==> config.mk <==
export PLATFORM = sky130hd
export DESIGN_NAME = shift_chain_seq_flat
export DESIGN_NICKNAME = d
export VERILOG_FILES = /design/src/rtl/shift_chain_seq_if.sv /design/src/rtl/shift_chain_seq.sv /design/src/flat_wrapper.sv
export SDC_FILE = /design/constraint.sdc
export NUM_CORES = 1
export LEC_CHECK = 0
export ABC_AREA = 1
export CORE_UTILIZATION = 35
export CTS_CLUSTER_SIZE = 16
export DETAILED_ROUTE_END_ITERATION = 10
export PLACE_DENSITY = 0.62
export SYNTH_ARGS = -nofsm -noshare
export SYNTH_HDL_FRONTEND = slang
export SYNTH_SLANG_ARGS = --single-unit
==> constraint.sdc <==
create_clock -name clk -period 1.9 [get_ports clk]
set_clock_uncertainty 0.1 [all_clocks]
set_input_delay 0.19 -clock clk [delete_from_list [all_inputs] [get_ports clk]]
set_output_delay 0.19 -clock clk [all_outputs]
set_load 0.01 [all_outputs]
==> src/rtl/shift_chain_seq_if.sv <==
`default_nettype none
// +----------------------------------------------------------------------+
// | Module  : shift_chain_seq_if                                         |
// | Purpose : Bundles the control, serial-input and parallel-output      |
// |           handshake signals of the shift-chain sequencer.            |
// | Ports   : start, abort        frame control (master -> sequencer)    |
// |           din, din_valid      serial bit + valid (master -> seq)     |
// |           din_ready           sequencer takes din (seq -> master)    |
// |           dout, dout_valid    parallel word + valid (seq -> master)  |
// |           dout_ready          consumer takes dout (master -> seq)    |
// |           busy, bit_cnt       status (seq -> master)                 |
// | Modports: master = bit source / word consumer, slave = sequencer     |
// | Revision: 1.0  initial release                                       |
// +----------------------------------------------------------------------+
interface shift_chain_seq_if #(
   parameter int WIDTH = 3,
   parameter int CNT_W = 2
);
   logic             start;
   logic             abort;
   logic             din;
   logic             din_valid;
   logic             din_ready;
   logic [WIDTH-1:0] dout;
   logic             dout_valid;
   logic             dout_ready;
   logic             busy;
   logic [CNT_W-1:0] bit_cnt;

   modport master (
      output start, abort, din, din_valid, dout_ready,
      input  din_ready, dout, dout_valid, busy, bit_cnt
   );

   modport slave (
      input  start, abort, din, din_valid, dout_ready,
      output din_ready, dout, dout_valid, busy, bit_cnt
   );
endinterface
`default_nettype wire

==> src/rtl/shift_chain_seq.sv <==
`default_nettype none
// +----------------------------------------------------------------------+
// | Module  : shift_chain_seq                                            |
// | Purpose : Frames a WIDTH-bit serial capture into a shift chain and   |
// |           presents the filled chain as a parallel word.              |
// | Ports   : clk    rising-edge clock                                   |
// |           rst_n  asynchronous active-low reset                       |
// |           bus    shift_chain_seq_if.slave (handshakes and status)    |
// | Revision: 1.0  initial release                                       |
// +----------------------------------------------------------------------+
module shift_chain_seq #(
   parameter int WIDTH = 3,
   parameter int CNT_W = 2
) (
   input  wire              clk,
   input  wire              rst_n,
   shift_chain_seq_if.slave bus
);

   typedef enum logic [1:0] {
      IDLE  = 2'd0,
      SHIFT = 2'd1,
      FULL  = 2'd2
   } state_t;

   localparam logic [CNT_W-1:0] LAST_CNT = CNT_W'(WIDTH - 1);
   localparam logic [CNT_W-1:0] FULL_CNT = CNT_W'(WIDTH);

   state_t           state;
   state_t           state_nxt;
   logic [WIDTH-1:0] chain;
   logic [WIDTH-1:0] chain_nxt;
   logic [CNT_W-1:0] cnt;
   logic [CNT_W-1:0] cnt_nxt;
   logic             accept;

   // din_ready is a function of state only so the source never sees a
   // combinational path from its own valid back to ready.
   assign accept = bus.din_valid & (state == SHIFT);

   always_ff @(posedge clk or negedge rst_n) begin
      if (!rst_n) begin
         state <= IDLE;
         chain <= '0;
         cnt   <= '0;
      end else begin
         state <= state_nxt;
         chain <= chain_nxt;
         cnt   <= cnt_nxt;
      end
   end

   always_comb begin
      state_nxt = state;
      chain_nxt = chain;
      cnt_nxt   = cnt;

      if (bus.abort) begin
         state_nxt = IDLE;
         chain_nxt = '0;
         cnt_nxt   = '0;
      end else begin
         case (state)
            IDLE: begin
               if (bus.start) begin
                  state_nxt = SHIFT;
                  chain_nxt = '0;
                  cnt_nxt   = '0;
               end
            end
            SHIFT: begin
               if (accept) begin
                  // Newest bit enters stage0; the oldest migrates upward.
                  chain_nxt = {chain[WIDTH-2:0], bus.din};
                  if (cnt == LAST_CNT) begin
                     state_nxt = FULL;
                     cnt_nxt   = FULL_CNT;
                  end else begin
                     cnt_nxt = cnt + CNT_W'(1);
                  end
               end
            end
            FULL: begin
               // Chain is frozen until the consumer takes the word. Taking
               // the word with start pending opens the next frame directly.
               if (bus.dout_ready) begin
                  cnt_nxt = '0;
                  if (bus.start) begin
                     state_nxt = SHIFT;
                     chain_nxt = '0;
                  end else begin
                     state_nxt = IDLE;
                  end
               end
            end
            default: begin
               state_nxt = IDLE;
               chain_nxt = '0;
               cnt_nxt   = '0;
            end
         endcase
      end
   end

   assign bus.din_ready  = (state == SHIFT);
   assign bus.dout_valid = (state == FULL);
   assign bus.busy       = (state != IDLE);
   assign bus.dout       = chain;
   assign bus.bit_cnt    = cnt;

endmodule
`default_nettype wire

==> src/flat_wrapper.sv <==
// flat-port wrapper written by rule: the top's interface ports become plain ports
module shift_chain_seq_flat 
#(
   parameter int WIDTH = 3,
   parameter int CNT_W = 2
)
  (clk, rst_n, bus_start, bus_abort, bus_din, bus_din_valid, bus_dout_ready, bus_din_ready, bus_dout, bus_dout_valid, bus_busy, bus_bit_cnt);
  shift_chain_seq_if #(.WIDTH(WIDTH), .CNT_W(CNT_W)) bus_i ();
  input  wire clk;
  input  wire rst_n;
  input wire logic [$bits(bus_i.start)-1:0] bus_start;
  input wire logic [$bits(bus_i.abort)-1:0] bus_abort;
  input wire logic [$bits(bus_i.din)-1:0] bus_din;
  input wire logic [$bits(bus_i.din_valid)-1:0] bus_din_valid;
  input wire logic [$bits(bus_i.dout_ready)-1:0] bus_dout_ready;
  output wire logic [$bits(bus_i.din_ready)-1:0] bus_din_ready;
  output wire logic [$bits(bus_i.dout)-1:0] bus_dout;
  output wire logic [$bits(bus_i.dout_valid)-1:0] bus_dout_valid;
  output wire logic [$bits(bus_i.busy)-1:0] bus_busy;
  output wire logic [$bits(bus_i.bit_cnt)-1:0] bus_bit_cnt;
  assign bus_i.start = bus_start;
  assign bus_i.abort = bus_abort;
  assign bus_i.din = bus_din;
  assign bus_i.din_valid = bus_din_valid;
  assign bus_i.dout_ready = bus_dout_ready;
  assign bus_din_ready = bus_i.din_ready;
  assign bus_dout = bus_i.dout;
  assign bus_dout_valid = bus_i.dout_valid;
  assign bus_busy = bus_i.busy;
  assign bus_bit_cnt = bus_i.bit_cnt;
  shift_chain_seq #(.WIDTH(WIDTH), .CNT_W(CNT_W)) u_core (.clk(clk), .rst_n(rst_n), .bus(bus_i));
endmodule
==> results.py <==
metrics = {
    "synthesis": {
        "synth_edf_count": 0,
        "synth_nets": 74,
        "synth_top_area_share_pct": 38.46,
        "synth-seq-cells": 7,
        "yosysSeqAreaShare_pct": 38.46,
        "synth_common_cells": "nand2_1, nor2_1, dfrtp_1",
        "yosys_warnings": 0,
        "synthArstFlopShare_pct": 100.0,
        "synth_area_leaders": "dfrtp_1, nand2_1, nor2_1",
        "yosys.area.top_type": "dfrtp_1",
        "synth_area_per_cell_um2": 6.901,
        "netlist_area_um2": 455.4,
        "synth_most_common_cell": "nand2_1",
        "yosysUniqueCellTypes": 14,
        "syn_inst": 66,
        "synthFlopType": "dfrtp_1",
    },
    "timing": {
        "fmax_ghz": 0.5804,
        "rsz0062_at_grt": "no",
        "period_needed_ns": 1.723,
        "setup_viol": 0,
        "tightest_slew_ns": 0.3370,
        "slew_violations": 0,
        "finalCritPeriodShare_pct": 90.67,
        "hold_viol": 0,
        "relSlewSlack_pct": 77.46,
        "setup_tns_ns": 0,
    },
    "clocking": {
        "cts_tree": "yes",
        "post_cts_buffers": 0,
        "hold_buffers": 0,
        "cts_root_buf": "clkbuf_4",
        "clk_latency_ns": 0.24,
        "clock_sinks": 7,
        "htreeDepth": 1,
        "path_clk_slew_ns": 0.05,
        "cts_max_path_buffers": 2,
        "numCtsBuffers": 3,
        "postCtsResizedCells": 0,
    },
    "final_layout": {
        "nets": 93,
        "nFillCells": 118,
        "drive_gt1_share_pct": 13.10,
        "seq_area_um2": 175.2,
        "post-route-cell-area_um2": 639.4,
        "multi_input_area_um2": 250.2,
        "num_antenna_cells": 0,
        "area_growth_pct": 40.38,
    },
    "global_routing": {
        "grt_pass1_vias": 373,
        "overflow": 0,
        "grt_antenna_before_repair": 0,
        "grt_usage_pct": 16.13,
        "grt_max_degree": 8,
        "grt_pass1_wl_um": 1621,
    },
    "floorplanning": {
        "dieArea_um2": 1449,
        "dieWidth_um": 38.07,
        "core_um2": 1156,
        "die_h_um": 38.07,
        "start_util_pct": 39.39,
        "io_pins": 15,
        "rows": 12,
    },
    "power": {
        "p_switching_mw": 0.2878,
        "pwr-share-clk_pct": 18.5,
        "ir_drop_mv": 0.5892,
        "comb_power_share_pct": 50.3,
        "power_leakage_nw": 0.3326,
        "share_seq_of_total_power_pct": 31.2,
        "switching_share_pct": 39.72,
        "intPower_mw": 0.4368,
        "p_per_area_nw_per_um2": 1133,
    },
    "routing": {
        "drt-total-wl_um": 1007,
        "num_vias": 445,
        "dr.pass1.iters": 3,
        "drt_iter0_markers": 7,
        "avgViaCountPerCell": 4.541,
        "wl_per_cell_um": 10.28,
        "final_antenna_net_count": 0,
        "drc": 0,
    },
    "critical_path": {
        "critical_path.max_fanout": 6,
        "arrival_ns": 1.43,
        "required_ns": 1.61,
        "cp-end-kind": "output port",
        "path_class": "reg2out",
        "start_kind": "register",
    },
    "outcome": {
        "outcome": "finished, final reports clean",
    },
    "placement": {
        "place.gp.congestion": 0.8002,
        "numPortBuffers": 14,
        "dp_hpwl_um": 747.3,
        "post_dp_cell_area_um2": 613.1,
    },
    "run": {
        "maxCapViolCount": 0,
    },
    "min_path": {
        "hold_path_class": "in2async",
    },
}
[stage by stage]
step / setup slack, ns / std cells / hold WS (ns) / power (mW) / utilization (%)
floorplan: 0.6910 / 66 / -0.2056 / 0.4387 / -
global placement: 0.3499 / 94 / 0.3704 / 0.5984 / 53.03
detailed placement: 0.3351 / 94 / 0.3729 / 0.5929 / 53.03
CTS: 0.1657 / 98 / 0.1171 / 0.7345 / 55.30
global route: 0.1037 / 98 / 0.1355 / 0.7864 / 55.30
finish: 0.1772 / 98 / 0.1098 / 0.7246 / 55.30
[worst max-delay path, cell delays in order (launching register included)]
cell and delay, ns:
dfrtp_1 0.42, inv_1 0.09, nor2_1 0.13, clkdlybuf4s50_1 0.55
[final cells by class]
type                    instances  share of cell area (%)
multi-input cells              51                   39.14
flip-flops and latches          7                   27.40
repair buffers                 14                   21.92
inverters                       8                   4.697
clock buffers                   4                   4.110
well taps                      14                   2.740
[final timing paths]
check                      slack (ns)  depth (start not counted)                                 to                            from
max                              0.18                          3                      bus_din_ready     u_core.state[0]$_DFFE_PN0P_
min                              0.11                          1        u_core.state[1]$_DFFE_PN0P_                           rst_n
max reg2reg                      0.64                          7  u_core.bus.bit_cnt[1]$_DFFE_PN0P_     u_core.state[1]$_DFFE_PN0P_
min reg2reg                      0.39                          2     u_core.bus.dout[2]$_DFFE_PN0P_  u_core.bus.dout[2]$_DFFE_PN0P_
max in group asynchronous        1.34                          1        u_core.state[0]$_DFFE_PN0P_                           rst_n
min in group clk                 0.39                          2     u_core.bus.dout[2]$_DFFE_PN0P_  u_core.bus.dout[2]$_DFFE_PN0P_
[registers in the layout, summed over array words and instances, names as in the netlist]
name                flops
u_core.bus.dout         3
u_core.bus.bit_cnt      2
u_core.state            2
[layer usage]
layer | global-route usage, % | vias to the layer above | share of wire [%]
li1 | - | 245 | -
met1 | 25.00 | 190 | 56
met2 | 21.61 | 10 | 42
met3 | 1.744 | 0 | 2.1
met4 | 8.036 | 0 | 0
met5 | 0 | - | 0
[power by group through the flow]
stage               logic [mW]  clock network (mW)  registers [mW]
finish                   0.364               0.134           0.226
global route             0.406               0.149           0.232
CTS                      0.368               0.141           0.226
detailed placement       0.365                   0           0.228
global placement         0.369                   0           0.229
floorplan                0.208                   0           0.231
[cells in the final DEF (no fill, tap or decap)]
cell type / synthesis / layout
nand2_1: 22 / 22
clkdlybuf4s50_1: 0 / 14
nor2_1: 13 / 13
dfrtp_1: 7 / 7
inv_1: 6 / 6
nand3_1: 4 / 4
nand3b_1: 3 / 3
clkbuf_4: 0 / 3
inv_2: 2 / 2
nor2_4: 2 / 2
nand2_2: 2 / 2
nand2_4: 1 / 1
o21ai_0: 1 / 1
a31oi_1: 1 / 1
nor2_2: 1 / 1
ha_1: 1 / 1
clkbuf_1: 0 / 1
[logic make-up after synthesis]
logic type / share of synthesized area (%)
adders and majority gates: 2.747
and+or+nand+nor: 49.73
DFF: 38.46
AOI/OAI and AO/OA: 2.472
buffers and inverters: 6.594
(Power assumes the default switching activity.)
